$ cat src/rtl/sext_pkg.sv
`default_nettype none
// ============================================================================
// Module   : sext_pkg
// Brief    : Shared types and helpers for the sign/zero-extending arbiter.
// Revision : 1.0 - initial release
// ============================================================================
package sext_pkg;

  // Default port widths of the arbiter slice
  localparam int SEXT_IN_W  = 4;
  localparam int SEXT_OUT_W = 8;

  // Output register occupancy
  typedef enum logic [0:0] {
    EMPTY = 1'b0,
    FULL  = 1'b1
  } sext_state_e;

  // Reference extension at the default widths: replicate the MSB when the
  // value is signed, pad with zeros otherwise.
  function automatic logic [SEXT_OUT_W-1:0] extend(input logic [SEXT_IN_W-1:0] v,
                                                   input logic                 s);
    return {{(SEXT_OUT_W-SEXT_IN_W){s & v[SEXT_IN_W-1]}}, v};
  endfunction

endpackage
`default_nettype wire

$ cat src/rtl/sext_unit.sv
`default_nettype none
// ============================================================================
// Module   : sext_unit
// Brief    : Purely combinational sign/zero extender, IN_W -> OUT_W bits.
// Revision : 1.0 - initial release
// ============================================================================
module sext_unit #(
  parameter int IN_W  = 4,
  parameter int OUT_W = 8
) (
  input  logic [IN_W-1:0]  i_in,
  input  logic             i_is_signed,
  output logic [OUT_W-1:0] o_out
);

  if (OUT_W < IN_W) begin : g_bad_width
    $error("sext_unit: OUT_W (%0d) must be >= IN_W (%0d)", OUT_W, IN_W);
    assign o_out = '0;
  end else if (OUT_W == IN_W) begin : g_pass
    // Equal widths: nothing to extend, signedness has no effect
    logic w_unused_sign;
    assign w_unused_sign = i_is_signed;
    assign o_out         = i_in;
  end else begin : g_ext
    // Upper bits copy the input MSB only for signed values
    assign o_out = {{(OUT_W-IN_W){i_is_signed & i_in[IN_W-1]}}, i_in};
  end

endmodule
`default_nettype wire

$ cat src/rtl/sext_rr_arbiter.sv
`default_nettype none
// ============================================================================
// Module   : sext_rr_arbiter
// Brief    : Round-robin arbiter feeding one shared extender and a one-entry
//            valid/ready output register.
// Revision : 1.0 - initial release
// ============================================================================
module sext_rr_arbiter
  import sext_pkg::*;
#(
  parameter  int N_REQ = 4,
  parameter  int IN_W  = 4,
  parameter  int OUT_W = 8,
  localparam int SRC_W = (N_REQ > 1) ? $clog2(N_REQ) : 1
) (
  input  logic                       clk,
  input  logic                       rst_n,
  input  logic [N_REQ-1:0]           i_req_valid,
  input  logic [N_REQ-1:0][IN_W-1:0] i_req_data,
  input  logic [N_REQ-1:0]           i_req_signed,
  output logic [N_REQ-1:0]           o_req_ready,
  output logic                       o_out_valid,
  input  logic                       i_out_ready,
  output logic [OUT_W-1:0]           o_out_data,
  output logic [SRC_W-1:0]           o_out_src,
  output logic                       o_out_signed
);

  if (N_REQ < 1) begin : g_bad_nreq
    $error("sext_rr_arbiter: N_REQ (%0d) must be >= 1", N_REQ);
  end

  sext_state_e      r_state;
  sext_state_e      w_state_nxt;
  logic [OUT_W-1:0] r_out_data;
  logic [SRC_W-1:0] r_out_src;
  logic             r_out_signed;

  logic             w_can_load;
  logic             w_grant;
  logic             w_found;
  logic [SRC_W-1:0] w_win;
  logic [N_REQ-1:0] w_onehot;
  logic [IN_W-1:0]  w_sel_data;
  logic             w_sel_signed;
  logic [OUT_W-1:0] w_ext;

  // The register can take a word when empty or when the held word leaves now;
  // requests are never granted while reset is asserted.
  assign w_can_load = (r_state == EMPTY) || i_out_ready;
  assign w_grant    = rst_n && w_can_load && w_found;
  assign o_req_ready = w_grant ? w_onehot : '0;

  if (N_REQ > 1) begin : g_multi
    logic [SRC_W-1:0] r_rr_ptr;
    logic [SRC_W:0]   w_idx;

    // Scan from the pointer upwards with wrap; the first valid request wins
    always_comb begin
      w_found = 1'b0;
      w_win   = '0;
      w_idx   = '0;
      for (int k = 0; k < N_REQ; k++) begin
        w_idx = {1'b0, r_rr_ptr} + (SRC_W+1)'(k);
        if (w_idx >= (SRC_W+1)'(N_REQ)) begin
          w_idx = w_idx - (SRC_W+1)'(N_REQ);
        end
        if (!w_found && i_req_valid[w_idx[SRC_W-1:0]]) begin
          w_found = 1'b1;
          w_win   = w_idx[SRC_W-1:0];
        end
      end
    end

    assign w_onehot     = N_REQ'(1) << w_win;
    assign w_sel_data   = i_req_data[w_win];
    assign w_sel_signed = i_req_signed[w_win];

    // Pointer moves just past the winner on each transfer, otherwise holds
    always_ff @(posedge clk) begin
      if (!rst_n) begin
        r_rr_ptr <= '0;
      end else if (w_grant) begin
        r_rr_ptr <= (w_win == SRC_W'(N_REQ-1)) ? '0 : w_win + SRC_W'(1);
      end
    end
  end else begin : g_single
    // One requester: no pointer, the block is a registered extender
    assign w_found      = i_req_valid[0];
    assign w_win        = '0;
    assign w_onehot     = 1'b1;
    assign w_sel_data   = i_req_data[0];
    assign w_sel_signed = i_req_signed[0];
  end

  sext_unit #(
    .IN_W  (IN_W),
    .OUT_W (OUT_W)
  ) u_ext (
    .i_in        (w_sel_data),
    .i_is_signed (w_sel_signed),
    .o_out       (w_ext)
  );

  // Occupancy state register
  always_ff @(posedge clk) begin
    if (!rst_n) begin
      r_state <= EMPTY;
    end else begin
      r_state <= w_state_nxt;
    end
  end

  // Next occupancy: a load always leaves the register full (replacing a
  // draining word without a bubble); a drain with no load empties it.
  always_comb begin
    w_state_nxt = r_state;
    case (r_state)
      EMPTY: begin
        if (w_grant) w_state_nxt = FULL;
      end
      FULL: begin
        if (w_grant)          w_state_nxt = FULL;
        else if (i_out_ready) w_state_nxt = EMPTY;
      end
      default: w_state_nxt = EMPTY;
    endcase
  end

  // Output word captures the extended winner on every transfer
  always_ff @(posedge clk) begin
    if (!rst_n) begin
      r_out_data   <= '0;
      r_out_src    <= '0;
      r_out_signed <= 1'b0;
    end else if (w_grant) begin
      r_out_data   <= w_ext;
      r_out_src    <= w_win;
      r_out_signed <= w_sel_signed;
    end
  end

  assign o_out_valid  = (r_state == FULL);
  assign o_out_data   = r_out_data;
  assign o_out_src    = r_out_src;
  assign o_out_signed = r_out_signed;

  if (OUT_W > IN_W) begin : g_chk
    // A held word's upper bits are either zero or a copy of its sign bit
    always_comb begin
      if (r_state == FULL) begin
        assert ((r_out_data[OUT_W-1:IN_W] == '0) ||
                (r_out_signed &&
                 (r_out_data[OUT_W-1:IN_W] == {(OUT_W-IN_W){r_out_data[IN_W-1]}})));
      end
    end
  end

endmodule
`default_nettype wire
$ cat config.mk
export PLATFORM = sky130hd
export DESIGN_NAME = sext_rr_arbiter
export DESIGN_NICKNAME = d
export VERILOG_FILES = /design/src/rtl/sext_pkg.sv /design/src/rtl/sext_unit.sv /design/src/rtl/sext_rr_arbiter.sv
export SDC_FILE = /design/constraint.sdc
export NUM_CORES = 1
export LEC_CHECK = 0
export ABC_AREA = 1
export BUFFER_PORTS_ARGS = -buffer_cell sky130_fd_sc_hd__buf_2
export CORE_MARGIN = 5
export CORE_UTILIZATION = 48
export CTS_CLUSTER_SIZE = 25
export DETAILED_ROUTE_END_ITERATION = 16
export GPL_TIMING_DRIVEN = 0
export PLACE_DENSITY = 0.79
export SETUP_SLACK_MARGIN = 0.3
export SYNTH_ARGS = -nofsm -noshare
export SYNTH_HDL_FRONTEND = slang
export SYNTH_SLANG_ARGS = --single-unit
$ cat constraint.sdc
create_clock -name clk -period 2 [get_ports clk]
set_input_delay 0 -clock clk [delete_from_list [all_inputs] [get_ports clk]]
set_output_delay 0 -clock clk [all_outputs]
set_load 0.05 [all_outputs]
* Word level (Yosys, flattened, before mapping)
Cells that the tools add are included.
** Word-level totals
- Latch bits :: 0
- Flip-flop bits (word level) :: 11
- Memory bits (read-only) :: 0
- Logic and storage cells :: 65
- Memories :: 0
- Output and inout bits :: 16
- Memory bits (writable) :: 0
- Input port bits :: 27
** Cells by class
- Bitwise logic cells :: 2
- $mul :: 0
- Multiplexer cells :: 30
- $add $sub $neg :: 8
- Shift operators :: 1
- $lt $le $gt $ge :: 9
- Div/mod/pow operators :: 0
- Reduce and logical (&&, ||, !) cells :: 9
- Equality and inequality tests :: 1
** Operators by type and width (number)
- 2-bit 2-to-1 mux :: 9
- 2-bit by 3-bit < comparator with 1-bit output (second input constant) :: 5
- 1-bit 2-to-1 mux :: 12
- 1-bit binary-select mux with 2-bit select :: 5
- 3-bit greater-or-equal comparator (second input constant) :: 3
- 4-bit binary-select mux with 2-bit select :: 1
- 4-bit 2-to-1 mux :: 2
- 2-bit by 1-bit subtractor with 2-bit output (second input constant) :: 4
- 2-bit by 2-bit adder with 3-bit output (second input constant) :: 2
- 1-bit logical AND :: 5
- 1-bit by 2-bit left shift with 4-bit output (first input constant) :: 1
- 2-bit by 1-bit adder with 3-bit output (second input constant) :: 1
- 2-bit by 3-bit greater-or-equal comparator with 1-bit output (second input constant) :: 1
- 1-bit zero test :: 3
- 2-bit by 1-bit adder with 2-bit output (second input constant) :: 1
- 2-bit == test (second input constant) :: 1
- 1-bit case mux with 2 select lines :: 1
- 1-bit bitwise AND :: 1
- 1-bit logical OR :: 1
- 1-bit inverter :: 1

* Longest topological paths before layout
Gate-level depths: netlist (run 1).
- Depth after elaboration :: 17
- Depth in mapped cells :: 16
- Gate-level depth less buffers :: 16

* Hierarchy
From an unflattened synthesis (run 1), not the netlist that was laid out.
** Second synthesis, totals
- Cells, all modules :: 178
- Area total of the unflattened synthesis :: 1158.6 um^2
** By module, submodules not included
- sext_rr_arbiter :: instances 1, seq. area each 280.3 um^2, area each 1098.6 um^2, cells an instance 169
- sext_unit :: instances 1, seq. area each 0.0 um^2, area each 60.1 um^2, cells an instance 9

* Worst setup path before layout (run 1)
No wires, ideal clock.
- Kind :: register to output
- From :: reg g_multi.r_rr_ptr[0]
- To :: out o_req_ready[2]
- Setup slack :: -43 ps
- Arrival :: 2043 ps
- Cell stages (with the launch flop) :: 13
- Required time :: 2000 ps
- Path buffers :: 1
- Cell sequence :: dfxtp_1 > buf_6 > nand2_1 > nand3_2 > nand2_4 > nor2_8 > nand3_1 > nand3_1 > nand2_2 > inv_1 > ha_1 > inv_1 > nor2_1
** On the way
- Cells in the longest elaborated chain, start to end :: 16
- Elaborated cells between the ends (all ways) :: 40
- Those cells by class :: add/sub (7); order compare (4); shift (1); mux (21); reduce/logical (7)
** Ends and longest elaborated chain
- start, declared :: line sext_rr_arbiter.sv:55 : logic [SRC_W-1:0] r_rr_ptr;
- start signal, assigned :: line sext_rr_arbiter.sv:84 : r_rr_ptr <= (w_win == SRC_W'(N_REQ-1)) ? '0 : w_win + SRC_W'(1);
- branches (longest 13 deep; another with 2-bit by 1-bit adder with 3-bit output)
- 2-bit 2-to-1 mux * :: line sext_rr_arbiter.sv:68 : if (!w_found && i_req_valid[w_idx[SRC_W-1:0]]) begin
- via w_win[1] :: line sext_rr_arbiter.sv:42 : logic [SRC_W-1:0] w_win;
- 1-bit by 2-bit left shift with 4-bit output * :: line sext_rr_arbiter.sv:75 : assign w_onehot = N_REQ'(1) << w_win;
- 4-bit 2-to-1 mux * :: line sext_rr_arbiter.sv:52 : assign o_req_ready = w_grant ? w_onehot : '0;
- end, declared :: line sext_rr_arbiter.sv:21 : output logic [N_REQ-1:0] o_req_ready,
Mark *: on every way through the listed nets, which the timed path passes. The select of a mux whose other input is x is not followed.

* Worst setup path after layout (run 1)
- From :: reg g_multi.r_rr_ptr[0]
- To :: out o_req_ready[1]
** On the way
- Cells in the longest elaborated chain, start to end :: 16
- Elaborated cells between the ends (all ways) :: 40
- Those cells by class :: add/sub (7); order compare (4); shift (1); mux (21); reduce/logical (7)
** Ends and longest elaborated chain (line)
- branches (longest 15 deep; another with 2-bit by 1-bit adder with 3-bit output)
- 4-bit 2-to-1 mux * :: sext_rr_arbiter.sv:52
Mark *: on every way between the ends. The select of a mux whose other input is x is not followed.

==> results of run 1 <==
metal layers:
| layer | wire, µm | share of wire, % |
|---|---|---|
| met5 | 0 | 0 |
| met4 | 58 | 1.4 |
| met3 | 313 | 7.8 |
| met2 | 2060 | 51 |
| met1 | 1602 | 40 |
what timing repair did:
item,4_1_cts,5_1_grt
setup buffers,11,5
endpoints found under the hold margin,0,0
resized for setup,47,34
setup endpoints to repair,11,14
cloned,1,0
pin swaps,17,13
final cells by class:
class / instances / area, µm²
Timing Repair Buffer: 58 / 381.6
Tap cell: 28 / 35.03
Multi-Input combinational cell: 126 / 929.6
Sequential cell: 11 / 227.7
Inverter: 27 / 117.6
Clock buffer: 4 / 26.28
Fill cell: 139 / 375.4
Buffer: 7 / 76.32
cells by family after synthesis:
logic type / count (synthesis)
simple gates: 107
fa+ha+maj: 4
compound gates: 14
flops: 11
mux: 1
buf+inv: 34
registers in the layout, summed over array words and instances, names as in the netlist:
register	flops
o_out_data	5
o_out_valid	1
o_out_src	2
g_multi.r_rr_ptr	2
o_out_signed	1
synthesized netlist by cell type, drive strengths merged:
cell type	number
nand4	4
clkbuf	1
a31oi	1
dfxtp	11
nand3	18
inv	27
mux2i	1
ha	4
nand2	73
a21oi	7
nor2	12
buf	6
o21ai	6
worst paths after layout:
kind,start,cells past startpoint,end
worst max register to register,g_multi.r_rr_ptr[0],13,o_out_data[4]
worst max-delay path,g_multi.r_rr_ptr[0],12,o_req_ready[1]
worst min register to register,o_out_data[1],2,o_out_data[1]
worst min-delay path,i_req_data[2],3,o_out_data[2]
layout by cell type, fill, tap and decap left out:
master / netlist / layout
inv_2: 4 / 8
nor2_2: 2 / 1
mux2i_1: 1 / 1
buf_4: 3 / 17
o21ai_0: 5 / 2
buf_12: 0 / 2
buf_8: 1 / 3
nand2_2: 9 / 20
nor2_1: 9 / 5
clkbuf_1: 1 / 2
nand2_8: 0 / 2
dfxtp_4: 0 / 2
a21oi_2: 1 / 3
inv_1: 23 / 15
inv_4: 0 / 1
inv_6: 0 / 1
nand2_4: 5 / 9
nand2_1: 59 / 42
nand3_4: 2 / 7
clkinv_4: 0 / 1
nand3_1: 13 / 8
nor2_8: 1 / 1
buf_2: 1 / 37
clkinvlp_4: 0 / 1
nor2_4: 0 / 5
o21ai_1: 1 / 3
a31oi_1: 1 / 1
buf_6: 1 / 5
clkbuf_4: 0 / 3
ha_4: 0 / 3
nand3_2: 3 / 3
nand4_1: 4 / 4
ha_2: 0 / 1
a21oi_1: 6 / 4
o21ai_2: 0 / 1
dfxtp_1: 11 / 9
per-stage QoR:
stage	TNS, ns	hold slack [ns]	setup slack, ns	area, µm²	cells
5_1_grt	-0.5323	0.04873	-0.1043	1794	261
3_5_place_dp	0	0.2985	0.08250	1341	240
4_1_cts	0	0.01020	0.02384	1607	256
3_3_place_gp	0	0.2801	0.1507	1341	240
6_report	-0.1151	0.01547	-0.03017	1794	261
2_1_floorplan	0	0.1796	0.3025	1101	171
worst reg2reg max path, delay by kind of cell, from the launching register on:
kind | cells | cell delay [ns]
flops | 1 | 0.38
simple gates | 8 | 0.78
buf+inv | 3 | 0.40
compound gates | 2 | 0.40
==> flow_summary.json, run 1 <==
{
  "outcome": "complete, but fails checks",
  "violations": "negative setup slack",
  "yosys.area_share.simple_pct": 51.93,
  "track_usage_pct": 21.11,
  "grt_overflow": 0,
  "cts_buffer_depth": 2,
  "die-area_um2": 3273,
  "use_met2_pct": 37.52,
  "min_period_ns": 2.030,
  "wl_mm": 4.034,
  "yosysSeqAreaShare_pct": 20.58,
  "grt_start_max_net_pins": 11,
  "crit_type": "reg -> out",
  "r2r_setup_slack_ns": -0.01,
  "synth-compound-area-share_pct": 7.018,
  "critPathLaunchType": "flip-flop",
  "viasPerCell": 5.360,
  "cpMostUsedCell": "nand2_2",
  "antenna_found_initial": 0,
  "hold_buffers": 0,
  "dp_hpwl_mm": 2.334,
  "ys_warn_count": 0,
  "use_met3_pct": 5.204,
  "crit_chain": "buf_8, nand2_2, nand2_2, nand2_2, nand2_4, nor2_8, nand3_2, nand2_8, ha_2, inv_2, nor2_4, buf_8",
  "slew_violations": 0,
  "portBuffers": 41,
  "synth_cells": 171,
  "finalNetCount": 265,
  "ys_types": 25,
  "die_w_um": 57.21,
  "synth_nets": 202,
  "synthMuxAreaShare_pct": 0.9357,
  "core_um2": 2170,
  "synth_top_area_share_pct": 20.70,
  "drive_gt1_share_pct": 58.80,
  "die_height_um": 57.21,
  "grt_pass1_wl_mm": 5.499,
  "synth_xor_area_share_pct": 0,
  "drc": 0,
  "clock_skew_ns": 0.002724,
  "drt-initial-drc-count": 64,
  "crit_family": "simple AND/OR/NAND/NOR gates",
  "relSlewSlack_pct": 68.68,
  "drt-wirelength-per-cell_um": 15.46,
  "slowest_delay_ns": 0.38,
  "endpoint_kind": "primary output",
  "synth_top_family_by_area": "simple AND/OR/NAND/NOR gates",
  "rsz0062_at_grt": "true",
  "yosysTopAreaCell": "nand2_1",
  "worst_slack_ns": -0.03017,
  "gp_congestion": 0.8911,
  "synthAdderAreaFrac_pct": 4.678,
  "htreeDepth": 1,
  "clk_pin_slew_worst_paths_ns": 0.08,
  "antenna_cells": 0,
  "crit_arrival_ns": 2.03,
  "ys_top_cells_by_area": "nand2_1, dfxtp_1, inv_1, nand3_1, nand2_2",
  "crit_path_top_delay_cell": "dfxtp_4",
  "cp_num_buf_inv": 3,
  "fin_crit_sh_pct": 101.5,
  "ys_seq_elements": 11,
  "busiest_layer": "met2",
  "fmax_ghz": 0.4926,
  "tightestPinTransition_ns": 0.4698,
  "cts_tree": "done",
  "setup_violations": 5,
  "cts.sinks": 11,
  "grt_pass1_vias": 1303,
  "avgSynthCellArea_um2": 6.256,
  "cap_violations": 0,
  "hold_viol": 0,
  "critPathRequiredTime_ns": 2.00,
  "area_growth_pct": 67.72,
  "row_count": 17,
  "cts_buffers": 3,
  "path_max_fanout": 5,
  "ant_nets": 0,
  "use_met1_pct": 24.49,
  "hold_path_class": "in -> reg",
  "dr.pass1.iters": 4,
  "worst_skew_pair.late_latency_ns": 0.27,
  "synth_area_um2": 1070,
  "boundaryPins": 43,
  "clockRootBuffer": "clkbuf_4",
  "initial_utilization_pct": 49.31,
  "final_util_pct": 82.70,
  "vias": 1399
}
Power of run 1 is left out: the tool's default activity adds up to more than one toggle a clock period on the data nets, which glitch-free logic cannot reach.
==> run 2, diff against run 1 <==
--- a/config.mk
+++ b/config.mk
@@ -9,6 +9,7 @@
 export BUFFER_PORTS_ARGS = -buffer_cell sky130_fd_sc_hd__buf_2
 export CORE_MARGIN = 5
 export CORE_UTILIZATION = 48
+export CTS_BUF_LIST = sky130_fd_sc_hd__clkbuf_8 sky130_fd_sc_hd__clkbuf_16
 export CTS_CLUSTER_SIZE = 25
 export DETAILED_ROUTE_END_ITERATION = 16
 export GPL_TIMING_DRIVEN = 0
==> flow_summary.json, run 2 (same netlist as run 1, synthesis figures left out) <==
{
  "outcome": "complete, but fails checks",
  "violations": "negative setup slack",
  "initial_utilization_pct": 49.31,
  "fmax_ghz": 0.4978,
  "die_height_um": 57.21,
  "grt_overflow": 0,
  "fin_crit_sh_pct": 100.4,
  "track_usage_pct": 22.70,
  "final_cell_mix": "nand2_1, buf_2, nand2_2",
  "worstReg2RegStart": "g_multi.r_rr_ptr[0]",
  "worst_slack_ns": -0.008723,
  "critPathRequiredTime_ns": 2.18,
  "placed_cell_area_um2": 1341,
  "drt-initial-drc-count": 51,
  "hold_path.startpoint": "i_req_data[2]",
  "slew_violations": 0,
  "row_count": 17,
  "cts_buffer_depth": 2,
  "die-area_um2": 3273,
  "clock_skew_ns": 0.001099,
  "reg2reg_to": "o_out_data[4]",
  "worst_skew_pair.late_latency_ns": 0.24,
  "min_to": "o_out_data[2]",
  "largest_reg_flops": 5,
  "cts.sinks": 11,
  "hold_buffers": 0,
  "gp_congestion": 0.8911,
  "finalNetCount": 263,
  "boundaryPins": 43,
  "htreeDepth": 1,
  "rsz0062_at_grt": "true",
  "r2r_setup_slack_ns": -0.009,
  "vias": 1358,
  "crit_arrival_ns": 2.19,
  "hold_path_class": "in -> reg",
  "wl_mm": 3.720,
  "final_cell_area_um2": 1753,
  "hold_depth": 3,
  "grt_start_max_net_pins": 11,
  "clockRootBuffer": "clkbuf_8",
  "setup_violations": 4,
  "core_um2": 2170,
  "min_period_ns": 2.009,
  "fillers": 140,
  "relSlewSlack_pct": 70.67,
  "dr.pass1.iters": 4,
  "crit_type": "reg -> reg",
  "tightestPinTransition_ns": 0.4400,
  "cts_buffers": 3,
  "path_max_fanout": 9,
  "dp_hpwl_mm": 2.334,
  "ant_nets": 0,
  "drt-wirelength-per-cell_um": 14.36,
  "antenna_found_initial": 0,
  "die_w_um": 57.21,
  "endpoint_kind": "flip-flop",
  "final_common_cell": "nand2_1",
  "grt_pass1_wl_mm": 5.865,
  "critPathLaunchType": "flip-flop",
  "pre_cts_ws_ns": 0.08250,
  "cts_tree": "done",
  "cap_violations": 0,
  "drc": 0,
  "grt_pass1_vias": 1356,
  "area_growth_pct": 63.86,
  "hold_slack_ns": 0.05602,
  "viasPerCell": 5.243,
  "drive_gt1_share_pct": 56.71,
  "portBuffers": 41,
  "antenna_cells": 0,
  "r2r_cells": 16,
  "clk_pin_slew_worst_paths_ns": 0.05,
  "hold_viol": 0
}
==> run 2: timing repair <==
action,in CTS,in global routing
buffers inserted,11,3
pin swaps,18,10
gates cloned,1,0
gates resized for setup,46,28
setup endpoints to repair,11,14
==> run 2: how the worst max path moves through the flow <==
stage                        start                   to  slack, ns  depth (start not counted)
2_1_floorplan  g_multi.r_rr_ptr[1]  g_multi.r_rr_ptr[1]       0.30                         12
3_3_place_gp   g_multi.r_rr_ptr[1]       o_req_ready[3]       0.15                         14
3_5_place_dp   g_multi.r_rr_ptr[1]       o_req_ready[2]       0.08                         14
4_1_cts        g_multi.r_rr_ptr[0]       o_req_ready[1]       0.07                         12
5_1_grt        g_multi.r_rr_ptr[0]       o_req_ready[2]      -0.10                         14
6_report       g_multi.r_rr_ptr[0]        o_out_data[4]     -0.009                         16
==> run 2: layout make-up <==
cell class / instances / area, µm² / area share (%)
well taps: 28 / 35.03 / 1.999
repair buffers: 56 / 354.1 / 20.20
multi-input cells: 126 / 907.1 / 51.75
inverters: 27 / 116.4 / 6.638
flip-flops and latches: 11 / 227.7 / 12.99
clock inverters: 1 / 3.754 / 0.2141
clock buffers: 3 / 41.29 / 2.355
plain buffers: 7 / 67.56 / 3.854
==> run 2: critical path: stages (launching register included) <==
cell,delay (ns)
dfxtp_4,0.36
inv_4,0.11
nand2_2,0.10
nand2_8,0.10
nand2_4,0.06
buf_4,0.12
nand2_1,0.08
nand2_1,0.10
nand3_4,0.13
nand2_8,0.08
buf_4,0.14
buf_4,0.14
nor2_4,0.09
nand2_1,0.07
nand2_2,0.09
nand2_2,0.06
a21oi_2,0.10
==> run 2: layer usage <==
layer | routed length [µm] | vias to the layer above | GRT usage (%)
met2 | 1912 | 76 | 41.27
met5 | 0 | - | 0
met4 | 82 | 0 | 6.954
met1 | 1412 | 621 | 26.44
li1 | - | 649 | -
met3 | 312 | 12 | 4.751
==> run 2: metrics by stage <==
stage               std cells  utilization (%)   TNS, ns
floorplan                 171                -         0
global placement          240            61.82         0
detailed placement        240            61.82         0
CTS                       256            74.91         0
global route              259            80.80   -0.5726
finish                    259            80.80  -0.02276
Power of run 2 is left out for the same reason.
